### config.mk
export PLATFORM = sky130hd
export DESIGN_NAME = vc_scheduler
export DESIGN_NICKNAME = d
export VERILOG_FILES = /design/src/rtl/vc_scheduler_pkg.sv /design/src/rtl/vc_arbiter.sv /design/src/rtl/vc_scheduler.sv
export SDC_FILE = /design/constraint.sdc
export NUM_CORES = 1
export LEC_CHECK = 0
export CORE_UTILIZATION = 40
export DETAILED_ROUTE_END_ITERATION = 8
export HOLD_SLACK_MARGIN = 0.12
export PLACE_DENSITY = 0.79
export SLEW_MARGIN = 20
export SYNTH_ARGS = -nofsm -noshare
export SYNTH_HDL_FRONTEND = slang
export SYNTH_SLANG_ARGS = --single-unit
### constraint.sdc
create_clock -name clk -period 2.5 [get_ports clk]
set_input_delay 0.75 -clock clk [delete_from_list [all_inputs] [get_ports clk]]
set_output_delay 0.75 -clock clk [all_outputs]
set_load 0.05 [all_outputs]
### src/rtl/vc_scheduler_pkg.sv
// rtl/vc_scheduler_pkg.sv - shared constants and state encoding for the VC scheduler
package vc_scheduler_pkg;

    // One-hot controller states
    typedef enum logic [2:0] {
        ST_INIT   = 3'b001,
        ST_IDLE   = 3'b010,
        ST_ACTIVE = 3'b100
    } state_t;

    // Bit of a VC head word that selects the destination FIFO (0 = D0, 1 = D1)
    localparam int DEST_BIT = 4;

    // VC0 grants allowed back-to-back while VC1 is also waiting
    localparam int MAX_CONSEC_DEFAULT = 4;

endpackage

### src/rtl/vc_arbiter.sv
// rtl/vc_arbiter.sv - VC eligibility, VC0-priority grant with VC1 starvation guard
module vc_arbiter
    import vc_scheduler_pkg::*;
#(
    parameter int MAX_CONSEC = MAX_CONSEC_DEFAULT
) (
    input  logic clk,
    input  logic reset_L,
    input  logic enable,
    input  logic vc0_empty,
    input  logic vc1_empty,
    input  logic vc0_dest,
    input  logic vc1_dest,
    input  logic d0_almost_full,
    input  logic d1_almost_full,
    output logic grant_vc0,
    output logic grant_vc1
);

    localparam int CW = $clog2(MAX_CONSEC + 1);
    localparam logic [CW-1:0] CNT_MAX = CW'(MAX_CONSEC);

    logic [CW-1:0] consec_cnt;
    logic          elig_vc0;
    logic          elig_vc1;

    // A VC may move a word only if it has one and its head's destination has room
    always_comb begin
        elig_vc0 = !vc0_empty && !(vc0_dest ? d1_almost_full : d0_almost_full);
        elig_vc1 = !vc1_empty && !(vc1_dest ? d1_almost_full : d0_almost_full);
    end

    // VC0 wins ties until it has taken MAX_CONSEC grants in a row over a waiting VC1
    always_comb begin
        grant_vc0 = 1'b0;
        grant_vc1 = 1'b0;
        if (enable) begin
            if (elig_vc0 && elig_vc1) begin
                if (consec_cnt == CNT_MAX) begin
                    grant_vc1 = 1'b1;
                end else begin
                    grant_vc0 = 1'b1;
                end
            end else if (elig_vc0) begin
                grant_vc0 = 1'b1;
            end else if (elig_vc1) begin
                grant_vc1 = 1'b1;
            end
        end
    end

    // Count VC0 wins that made VC1 wait; any VC1 service or VC1 not waiting restarts it
    always_ff @(posedge clk or negedge reset_L) begin
        if (!reset_L) begin
            consec_cnt <= '0;
        end else if (!elig_vc1 || grant_vc1) begin
            consec_cnt <= '0;
        end else if (grant_vc0 && (consec_cnt != CNT_MAX)) begin
            consec_cnt <= consec_cnt + 1'b1;
        end
    end

endmodule

### src/rtl/vc_scheduler.sv
// rtl/vc_scheduler.sv - moves words from two VC FIFOs into two destination FIFOs
module vc_scheduler
    import vc_scheduler_pkg::*;
#(
    parameter int DATA_SIZE  = 10,
    parameter int MAX_CONSEC = MAX_CONSEC_DEFAULT
) (
    input  logic                 clk,
    input  logic                 reset_L,
    input  logic                 init,
    input  logic [DATA_SIZE-1:0] afVC_i,
    input  logic [DATA_SIZE-1:0] aeVC_i,
    input  logic [DATA_SIZE-1:0] afD_i,
    input  logic [DATA_SIZE-1:0] aeD_i,
    output logic [DATA_SIZE-1:0] afVC_o,
    output logic [DATA_SIZE-1:0] aeVC_o,
    output logic [DATA_SIZE-1:0] afD_o,
    output logic [DATA_SIZE-1:0] aeD_o,
    input  logic                 vc0_empty,
    input  logic                 vc1_empty,
    input  logic [7:0]           vc0_data,
    input  logic [7:0]           vc1_data,
    input  logic                 d0_almost_full,
    input  logic                 d1_almost_full,
    output logic                 pop_vc0,
    output logic                 pop_vc1,
    output logic                 push_d0,
    output logic                 push_d1,
    output logic [7:0]           data_d,
    output logic                 idle
);

    state_t state;
    state_t state_next;
    logic   grant_vc0;
    logic   grant_vc1;

    vc_arbiter #(
        .MAX_CONSEC(MAX_CONSEC)
    ) u_arbiter (
        .clk           (clk),
        .reset_L       (reset_L),
        .enable        (state == ST_ACTIVE),
        .vc0_empty     (vc0_empty),
        .vc1_empty     (vc1_empty),
        .vc0_dest      (vc0_data[DEST_BIT]),
        .vc1_dest      (vc1_data[DEST_BIT]),
        .d0_almost_full(d0_almost_full),
        .d1_almost_full(d1_almost_full),
        .grant_vc0     (grant_vc0),
        .grant_vc1     (grant_vc1)
    );

    // State register
    always_ff @(posedge clk or negedge reset_L) begin
        if (!reset_L) begin
            state <= ST_INIT;
        end else begin
            state <= state_next;
        end
    end

    // Next state: init only honoured in IDLE; ACTIVE drains until nothing is left to move
    always_comb begin
        state_next = state;
        case (state)
            ST_INIT: state_next = ST_IDLE;
            ST_IDLE: begin
                if (init) begin
                    state_next = ST_INIT;
                end else if (!vc0_empty || !vc1_empty) begin
                    state_next = ST_ACTIVE;
                end
            end
            ST_ACTIVE: begin
                if (vc0_empty && vc1_empty && !pop_vc0 && !pop_vc1) begin
                    state_next = ST_IDLE;
                end
            end
            default: state_next = ST_INIT;
        endcase
    end

    // FSM outputs: pops follow the arbiter directly so a word can leave every cycle
    always_comb begin
        idle    = (state == ST_IDLE);
        pop_vc0 = grant_vc0;
        pop_vc1 = grant_vc1;
    end

    // One-stage push pipeline; the routing decision is frozen at pop time
    always_ff @(posedge clk or negedge reset_L) begin
        if (!reset_L) begin
            push_d0 <= 1'b0;
            push_d1 <= 1'b0;
            data_d  <= 8'h00;
        end else begin
            push_d0 <= (pop_vc0 && !vc0_data[DEST_BIT]) || (pop_vc1 && !vc1_data[DEST_BIT]);
            push_d1 <= (pop_vc0 &&  vc0_data[DEST_BIT]) || (pop_vc1 &&  vc1_data[DEST_BIT]);
            if (pop_vc0) begin
                data_d <= vc0_data;
            end else if (pop_vc1) begin
                data_d <= vc1_data;
            end
        end
    end

    // Threshold registers reload only while in INIT
    always_ff @(posedge clk or negedge reset_L) begin
        if (!reset_L) begin
            afVC_o <= '0;
            aeVC_o <= '0;
            afD_o  <= '0;
            aeD_o  <= '0;
        end else if (state == ST_INIT) begin
            afVC_o <= afVC_i;
            aeVC_o <= aeVC_i;
            afD_o  <= afD_i;
            aeD_o  <= aeD_i;
        end
    end

endmodule

==> results.txt, run 1 <==
----------------------------------------------------
[Power]
  Comb power frac ... between 60% and 70%
  Power density of the placed cells ... 1404 nW/µm²
  Leak Pwr ... around 1.6 nW
  Internal power component ... 2.982 mW
  Switching fraction of total power ... 45.91%
  Part of the total power dissipated in the clock network ... 11.6%
  Relative contribution of sequential cells to total power ... 27.9%
  Design Power ... 5.512 mW
  Worst vdd rail ir drop ... approximately 0.97 mV
  Switching Power ... 2.531 mW

[STA]
  Final Max Slew Viols ... 0
  Worst hold-check slack ... ~0.4 ns
  Min cycle time layout ... ~2.5 ns
  Setup clock skew after layout ... 0.003300 ns
  Finish-stage setup viols ... 0
  Final period util ... 99.91%
  Number of hold violations in the final report ... 0
  Max-slew headroom ... 60.15%
  Highest achievable clock rate ... ~400 MHz
  Slew of the pin with the lowest slew margin ... 0.5977 ns
  RSZ-0062 raised after global routing ... true

[Setup path]
  Worst setup EP type ... output pin
  Cell-by-cell trace of the critical path ... buf_6, mux2_4, buf_6, nor3_2, buf_4, nor3_4, buf_12
  Top cell by count, worst path ... buf_6
  Endpoint arrival time on the critical path ... ~1.8 ns
  Largest driver fanout on the critical path ... 2
  Startpoint type of the worst setup path ... input port
  CP Data Required Time ... ~1.8 ns
  Cell with the largest stage delay on the worst path ... mux2_4
  Largest stage delay, worst path ... 0.29 ns
  Startpoint-to-endpoint class of the critical path ... input port to output pin

[Die]
  Starting Density ... 42.65%
  Die height ... 79.56 µm
  Total die area ... between 6000 and 7000 µm²
  Die width ... 79.56 µm
  Site row count ... 27
  Number of primary I/O pins ... 116
  Core footprint ... 5642 µm²

[Drt]
  Number of remaining DRC errors ... 0
  Antenna viol nets, final ... 0
  Post-detailed-routing wire length ... between 6000 and 7000 µm
  Initial detailed-routing violation count ... 62
  Per-cell via count in the routed design ... 5.026
  Number of iterations in the first detailed-routing pass ... 4
  Number of vias in the routed layout ... 1965
  Routed wire per std cell ... approximately 15 µm

[Hold path]
  Classification of the worst-slack hold path ... input port to async pin

[CTS]
  Clock tree from TritonCTS ... yes
  Skew-Pair Late Insertion Delay ... 0.30 ns
  Clk Tree Root Cell ... clkbuf_8
  Total clock buffers created by CTS ... 5
  CTS clock-pin slew for the worst setup and hold paths ... 0.09 ns
  # clock sinks ... between 50 and 60
  Deepest level of the CTS H-tree ... 2
  Clock Path Buffers ... 2

[Logic synthesis]
  Main area contributors after synthesis ... dfrtp_1 57%, mux2_2 17%, mux2_1 2.3%, a21oi_1 2.3%, a31oi_1 2.1%
  Number of register bits inferred by synthesis ... 56
  Post-synth top area share ... 57.20%
  Post-synth ARST share ... 100.0%
  Gate count of the mapped netlist ... about 180
  Warnings from Yosys ... 0
  Top cells by count, synth ... 55 x dfrtp_1, 36 x mux2_2, 11 x a21oi_1, 9 x nand3_1, 8 x a31oi_1
  Total standard cell area after synthesis ... 2406 µm²
  Mean post-synth cell area ... 13.08 µm²
  Top_reg_cell synth ... dfrtp_1
  Syn Nets ... 249
  Most frequent cell after synthesis ... dfrtp_1
  Count of flip-flops with a built-in enable after synthesis ... 0
  Leading area contributor after synthesis ... dfrtp_1
  Sequential element share of the synthesized area ... 58.29%
  Unique cell type count in the Yosys netlist ... 39

[Place]
  Final Wtd Congestion ... 0.7818
  Number of placed instances with taps included ... 380
  Placed cell area ... 3770 µm²
  Number of I/O port buffers ... 115
  Post-detailed-placement half-perimeter wirelength ... ~4600 µm

[Layout]
  Layout Cells excl Fill ... 391
  Post-route design area ... ~3900 µm²
  Proportion of layout cells with a drive suffix above 1 ... 27.90%
  Multi-input logic area ... 983.4 µm²
  Growth of design area from synthesis to finish ... 63.18%
  Footprint of the flip-flops and latches ... 1403 µm²
  Count of filler cells inserted in the layout ... 419
  Final Net Count ... 383
  Antenna Cells ... 0

[Global routing]
  Vias in the first global route ... roughly 2k
  Wire length of the first global-routing pass ... roughly 9600 µm
  Antenna violations before repair ... 0
  GR Util All Layers ... 19.90%
  Remaining global-route overflow ... 0
  Largest net degree at the start of global routing ... 41

[Outcome]
  Run status ... finished clean

[Job]
  Maximum capacitance violations ... 0

----------------------------------------------------
==> final timing paths <==
path	start	slack [ns]	endpoint	cells after the start
max in group asynchronous	reset_L	1.42	afD_o[9]	2
min	reset_L	0.40	afD_o[7]	1
min in group clk	data_d[4]	0.49	data_d[4]	1
max	vc0_data[4]	0.002	pop_vc1	7
max reg2reg	state[0]	0.55	afVC_o[1]	4
min reg2reg	data_d[4]	0.49	data_d[4]	1
==> layout make-up <==
type	instances	area share, %
clock buffers	7	2.454
clock inverters	1	0.7648
inverters	2	0.1912
multi-input cells	116	25.05
flip-flops and latches	56	35.72
well taps	72	2.294
repair buffers	137	33.52
==> worst max-delay path: cells and delay by family <==
kind / cells / cell delay (ns)
buf+inv: 4 / 0.49
simple gates: 2 / 0.20
mux: 1 / 0.29
==> registers in the layout, indices dropped and copies added, names as in the netlist <==
signal / cells
push_d0: 1
afD_o: 10
aeD_o: 10
state: 3
u_arbiter.consec_cnt: 3
aeVC_o: 10
data_d: 8
afVC_o: 10
push_d1: 1
==> cell usage in the layout, fill, tap and decap left out, types with 3 or more instances in the layout <==
master           count
a31oi_1              8
dfrtp_1             55
clkdlybuf4s50_1    105
a21oi_1             11
mux2_1               5
buf_4               22
o21ai_1              7
nand2_1              4
nand3_1              9
buf_2                4
mux2_2              35
nor3b_1              3
clkbuf_8             7
==> routing by layer <==
layer	part of all wire (%)	GRT usage, %	up-vias	wire (µm)
li1	-	-	936	-
met1	41	23.77	936	2482
met2	47	33.76	87	2858
met3	11	7.086	6	637
met4	0.91	5.273	0	55
met5	0	0	-	0
==> power by group through the flow <==
stage / clock network (mW) / logic [mW] / registers (mW)
after floorplan: 0 / 0.809 / 2.96
after global placement: 0 / 3.28 / 1.54
after detailed placement: 0 / 3.32 / 1.58
after CTS: 0.654 / 3.37 / 1.54
after global routing: 0.696 / 3.48 / 1.59
final: 0.640 / 3.33 / 1.54
==> logic make-up (layout without fill, tap and decap cells) <==
| logic type | Yosys count | count (layout) | synth area share [%] |
|---|---|---|---|
| AND/OR/NAND/NOR | 37 | 37 | 9.361 |
| multiplexers | 42 | 42 | 19.81 |
| buffers and inverters | 12 | 147 | 2.704 |
| AO/OA/AOI/OAI | 35 | 35 | 8.789 |
| adder cells (fa/ha/maj) | 2 | 2 | 1.040 |
| flip-flops | 56 | 56 | 58.29 |
==> stage by stage <==
stage               worst slack (ns)  util (%)  setup TNS, ns
floorplan                   -0.06254         -        -0.1134
CTS                        -0.007093     69.51      -0.007093
finish                      0.002238     69.59              0
global route                -0.03653     69.59       -0.06799
detailed placement           -0.4554     66.82         -1.567
global placement             -0.4484     66.82         -1.275
==> what timing repair did <==
item,CTS,global route
buffers inserted,3,0
hold buffers,0,0
gates resized for setup,24,2
setup endpoints to repair,2,2
pin swaps,5,1
cloned,0,0
Note: power is estimated with default switching activity, not from simulation.
==> run 2: changes to the inputs <==
--- a/config.mk
+++ b/config.mk
@@ -5,10 +5,11 @@
 export SDC_FILE = /design/constraint.sdc
 export NUM_CORES = 1
 export LEC_CHECK = 0
-export CORE_UTILIZATION = 40
+export CORE_UTILIZATION = 42
+export CTS_BUF_LIST = sky130_fd_sc_hd__clkbuf_4 sky130_fd_sc_hd__clkbuf_8
 export DETAILED_ROUTE_END_ITERATION = 8
 export HOLD_SLACK_MARGIN = 0.12
-export PLACE_DENSITY = 0.79
+export PLACE_DENSITY = 0.82
 export SLEW_MARGIN = 20
 export SYNTH_ARGS = -nofsm -noshare
 export SYNTH_HDL_FRONTEND = slang
==> run 2 against run 1 <==
  * Routed wire length down 2.9%
  * Die area shrank 4.6%
  * Fmax rose by 0.11%
  * Final cell count fell by 0.26%
  * Hold slack better by 0.021 ns
  * Worst setup slack improved by 0.0028 ns
  * Design area fell by 0.64%
  * Via count barely moved
  * Clock power down 28%
  * Register-to-register slack gained 0.06 ns
  * First-iteration DRC count grew 8.1%
==> results.txt, run 2 (synthesized netlist as in run 1, its figures left out) <==
----------------------------------------------------
[Power]
  Worst vdd rail ir drop ... 0.8159 mV
  Design Power ... 5.306 mW
  Power density of the placed cells ... around 1400 nW/µm²
  Leak Pwr ... 1.605 nW

[Layout]
  Proportion of layout cells with a drive suffix above 1 ... 27.36%
  Growth of design area from synthesis to finish ... 62.14%
  Final Net Count ... 383
  Antenna Cells ... 0
  Count of filler cells inserted in the layout ... 409
  Most frequent cells in the layout ... 105 x clkdlybuf4s50_1, 55 x dfrtp_1, 35 x mux2_2, 20 x buf_4, 11 x a21oi_1
  Layout Cells excl Fill ... between 300 and 400
  Finished Core Util ... 70.85%
  Commonest non-fill, non-tap cell in the layout ... clkdlybuf4s50_1
  Post-route design area ... between 3000 and 4000 µm²

[Global routing]
  Antenna violations before repair ... 0
  GR Util All Layers ... between 20 and 25%
  Met3 usage in global routing ... 4.471%
  Global-route track usage on met2 ... 34.69%
  Most Used Layer, Global Route ... met2
  Met1 GRT Util ... between 20% and 30%
  Largest net degree at the start of global routing ... 41
  Remaining global-route overflow ... 0
  Wire length of the first global-routing pass ... 9680 µm
  Vias in the first global route ... approximately 2.0k

[Place]
  Post-detailed-placement half-perimeter wirelength ... 4418 µm
  Number of placed instances with taps included ... between 300 and 400
  Number of I/O port buffers ... 115
  Final Wtd Congestion ... 0.8629
  Placed cell area ... around 3800 µm²

[Die]
  Total die area ... 6036 µm²
  Starting Density ... 43.69%
  Site row count ... 27
  Die width ... ~78 µm
  Core footprint ... 5507 µm²
  Die height ... about 80 µm
  Number of primary I/O pins ... 116

[CTS]
  Deepest level of the CTS H-tree ... 2
  CTS clock-pin slew for the worst setup and hold paths ... 0.09 ns
  Total clock buffers created by CTS ... 5
  Skew-Pair Late Insertion Delay ... 0.29 ns
  Clock Path Buffers ... 2
  Clock tree from TritonCTS ... yes
  Clk Tree Root Cell ... clkbuf_8
  # clock sinks ... 56

[STA]
  Slew of the pin with the lowest slew margin ... 0.5866 ns
  Final period util ... 99.80%
  Min cycle time layout ... 2.495 ns
  Number of hold violations in the final report ... 0
  Finish-stage setup viols ... 0
  Setup clock skew after layout ... 0.008457 ns
  Worst hold-check slack ... 0.4225 ns
  Max-slew headroom ... between 60% and 70%
  Final Max Slew Viols ... 0
  Highest achievable clock rate ... around 400 MHz
  RSZ-0062 raised after global routing ... true

[Setup path]
  Category of cells accounting for the largest share of critical-path delay ... simple AND/OR/NAND/NOR gates
  Worst setup EP type ... output pin
  CP Data Required Time ... around 1.8 ns
  Largest stage delay, worst path ... 0.35 ns
  Largest driver fanout on the critical path ... 2
  Startpoint type of the worst setup path ... input port
  Endpoint arrival time on the critical path ... 1.75 ns
  Startpoint-to-endpoint class of the critical path ... input port to output pin
  Critical path buffers and inverters ... 2
  Cell with the largest stage delay on the worst path ... or3_4
  Cell-by-cell trace of the critical path ... buf_6, mux2_4, or3_4, nor2_4, buf_12

[Job]
  Maximum capacitance violations ... 0

[Drt]
  Per-cell via count in the routed design ... 5.041
  Routed wire per std cell ... 15.03 µm
  Antenna viol nets, final ... 0
  Initial detailed-routing violation count ... 67
  Number of vias in the routed layout ... 1966
  Number of iterations in the first detailed-routing pass ... 4
  Post-detailed-routing wire length ... 5860 µm
  Number of remaining DRC errors ... 0

[Outcome]
  Run status ... finished clean

[Hold path]
  Classification of the worst-slack hold path ... input port to async pin

----------------------------------------------------
[run 2: metal layers]
layer	up-vias	part of all wire (%)
met5	-	0
met3	4	7.3
met4	0	0.49
met2	89	47
met1	945	45
li1	928	-
[run 2: layout make-up]
class,count,area [µm²],share of cell area (%)
inverter,2,7.507,0.1924
tap,72,90.09,2.309
clock inverter,2,12.51,0.3207
sequential,56,1403,35.95
timing repair buffer,137,1333,34.16
clock buffer,5,68.82,1.764
multi-input combinational,116,987.2,25.30
[run 2: power by group]
group,switching [mW],internal (mW)
clock,0.269,0.190
combinational,2.02,1.29
sequential,0.206,1.34
total,2.49,2.81
[run 2: stage by stage]
stage	TNS, ns	worst slack (ns)
CTS	-0.009327	-0.009327
global route	-0.02890	-0.02054
detailed placement	-1.867	-0.4792
floorplan	-0.1134	-0.06254
global placement	-1.453	-0.4467
finish	0	0.004993
[run 2: worst register-to-register path: stages, from the launching register on]
cell,delay [ns]
dfstp_2,0.56
nor2b_1,0.22
and2b_4,0.57
mux2_2,0.43
[run 2: path summary, 6_finish.rpt]
kind                                  start        end  slack (ns)  cells past startpoint
worst max register to register     state[0]  aeVC_o[3]        0.61                      3
worst max-delay path            vc0_data[4]    pop_vc0       0.005                      5
worst min register to register    data_d[4]  data_d[4]        0.49                      1
min in group clk                  data_d[4]  data_d[4]        0.49                      1
worst min-delay path                reset_L  data_d[4]        0.42                      1
max in group asynchronous           reset_L   state[0]        1.45                      2
[run 2: timing repair]
item	in CTS	in global routing
hold endpoints to repair	0	0
pin swaps	5	1
setup buffers	3	2
endpoints found under the setup margin	2	2
gates cloned	0	0
hold buffers	0	0
gates resized for setup	24	3
==> run 3: changes to the inputs <==
--- a/config.mk
+++ b/config.mk
@@ -5,6 +5,8 @@
 export SDC_FILE = /design/constraint.sdc
 export NUM_CORES = 1
 export LEC_CHECK = 0
+export ABC_CLOCK_PERIOD_IN_PS = 2500
+export CORE_MARGIN = 10
 export CORE_UTILIZATION = 42
 export CTS_BUF_LIST = sky130_fd_sc_hd__clkbuf_4 sky130_fd_sc_hd__clkbuf_8
 export DETAILED_ROUTE_END_ITERATION = 8
==> run 3 against run 2 <==
  * The run now ends with setup timing left
  * Hold slack got worse by 0.0088 ns
  * Global-route usage fell by 5.8 points
  * Total power rose by 3.3%
  * Non-clock buffer count fell by 2
==> results.txt, run 3 (synthesized netlist as in run 1, its figures left out) <==
----------------------------------------------------
[Outcome]
  Violations in the final reports ... setup timing
  Run status ... finished with violations

[CTS]
  Clk Tree Root Cell ... clkbuf_8
  Clock Path Buffers ... 2
  Total clock buffers created by CTS ... 5
  CTS clock-pin slew for the worst setup and hold paths ... 0.10 ns
  Clock tree from TritonCTS ... yes
  Deepest level of the CTS H-tree ... 2
  # clock sinks ... 56
  Skew-Pair Late Insertion Delay ... roughly 0.31 ns

[Layout]
  Antenna Cells ... 0
  Most frequent cells in the layout ... 105 x clkdlybuf4s50_1, 55 x dfrtp_1, 35 x mux2_2, 19 x buf_4, 11 x a21oi_1
  Final Net Count ... roughly 380
  Proportion of layout cells with a drive suffix above 1 ... 27.44%
  Commonest non-fill, non-tap cell in the layout ... clkdlybuf4s50_1
  Growth of design area from synthesis to finish ... 63.34%
  Count of filler cells inserted in the layout ... 410

[Setup path]
  Depth of the most critical reg-to-reg path ... 3
  Reg2reg end ... afVC_o[0]
  Largest driver fanout on the critical path ... 2
  Launching point of the worst reg2reg path ... state[0]
  Startpoint-to-endpoint class of the critical path ... input port to output pin
  CP Data Required Time ... between 1.5 and 2 ns
  Startpoint type of the worst setup path ... input port
  Worst setup EP type ... output pin
  Endpoint arrival time on the critical path ... 1.81 ns
  Setup slack, reg-to-reg ... 0.59 ns

[STA]
  Worst Setup Slack, final ... -0.05649 ns
  Final Max Slew Viols ... 0
  RSZ-0062 raised after global routing ... true
  Min cycle time layout ... 2.556 ns
  Setup clock skew after layout ... 0.006134 ns
  Number of hold violations in the final report ... 0
  Final period util ... 102.3%
  Max-slew headroom ... 60.15%
  Finish-stage setup viols ... 1
  Highest achievable clock rate ... 391.2 MHz
  Slew of the pin with the lowest slew margin ... 0.5977 ns
  Worst hold-check slack ... 0.4137 ns

[Global routing]
  Largest net degree at the start of global routing ... 57
  Antenna violations before repair ... 0
  Wire length of the first global-routing pass ... around 11000 µm
  GR Util All Layers ... 14.48%
  Vias in the first global route ... 2098
  Remaining global-route overflow ... 0

[Die]
  Number of primary I/O pins ... 116
  Die height ... between 90 and 100 µm
  Total die area ... 9157 µm²
  Die width ... 95.69 µm
  Starting Density ... 43.43%
  Site row count ... 27
  Core footprint ... 5540 µm²

[Drt]
  Post-detailed-routing wire length ... 6792 µm
  Initial detailed-routing violation count ... between 50 and 60
  Antenna viol nets, final ... 0
  Number of vias in the routed layout ... roughly 1.9k
  Number of iterations in the first detailed-routing pass ... 6
  Number of remaining DRC errors ... 0
  Per-cell via count in the routed design ... 5.008
  Routed wire per std cell ... 17.46 µm

[Power]
  Leak Pwr ... 1.613 nW
  Worst vdd rail ir drop ... 0.7761 mV
  Power density of the placed cells ... approximately 1400 nW/µm²
  Design Power ... 5.482 mW

[Place]
  Number of I/O port buffers ... around 120
  Final Wtd Congestion ... 0.8760
  Post-detailed-placement half-perimeter wirelength ... 5272 µm
  Worst slack, placed ... -0.4616 ns

[Job]
  Maximum capacitance violations ... 0

[Hold path]
  Classification of the worst-slack hold path ... input port to async pin

----------------------------------------------------
==> run 3: cell types whose count changed in the layout (fill, tap and decap cells not counted), sizes merged <==
cell	change
bufinv	+1
buf	-2
clkinvlp	-1
clkinv	+1
==> run 3: worst max-delay path by stage <==
stage,startpoint,end,slack [ns],depth (start not counted)
global placement,vc0_data[4],pop_vc0,-0.45,5
finish,vc0_data[4],pop_vc0,-0.06,5
global route,vc0_data[4],pop_vc0,-0.08,5
detailed placement,vc0_data[4],pop_vc0,-0.46,5
floorplan,vc1_data[4],pop_vc1,-0.06,3
CTS,vc0_data[4],pop_vc0,-0.06,5
==> run 3: power breakdown <==
| group | switching (mW) | internal, mW | total (mW) |
|---|---|---|---|
| Sequential | 0.207 | 1.34 | 1.54 |
| Clock | 0.297 | 0.302 | 0.599 |
| Combinational | 2.06 | 1.28 | 3.34 |
==> run 3: critical path, stage by stage <==
cell and delay [ns]:
buf_6 0.09, mux2_4 0.29, or3_4 0.39, nor2_4 0.13, buf_12 0.15
==> run 3: cell type report <==
cell class                 instances  area, µm²  area share, %
timing repair buffer             135       1314          33.43
tap                               72      90.09          2.292
inverter                           2      7.507         0.1910
clock inverter                     3      47.55          1.210
clock buffer                       5      68.82          1.751
sequential                        56       1403          35.69
multi-input combinational        116      999.7          25.44
==> run 3: what timing repair did <==
item | in CTS | in global routing
setup buffers | 4 | 0
cloned | 0 | 0
resized for setup | 22 | 6
hold buffers | 0 | 0
pin swaps | 5 | 3
setup endpoints to repair | 2 | 2
==> run 3: routing by layer <==
| metal | global-route usage, % | part of all wire [%] |
|---|---|---|
| met5 | 0 | 0 |
| met4 | 3.440 | 0.99 |
| met3 | 6.304 | 11 |
| met2 | 24.04 | 47 |
| met1 | 16.94 | 40 |
==> run 3: metrics by stage <==
| stage | area (µm²) | std cells | setup TNS (ns) | utilization (%) |
|---|---|---|---|---|
| after floorplan | 2431 | 184 | -0.1134 | - |
| after detailed placement | 3760 | 377 | -1.101 | 67.86 |
| after global placement | 3760 | 377 | -1.030 | 67.86 |
| after global routing | 3930 | 389 | -0.1085 | 70.94 |
| final | 3930 | 389 | -0.05649 | 70.94 |
| after CTS | 3902 | 389 | -0.05802 | 70.44 |
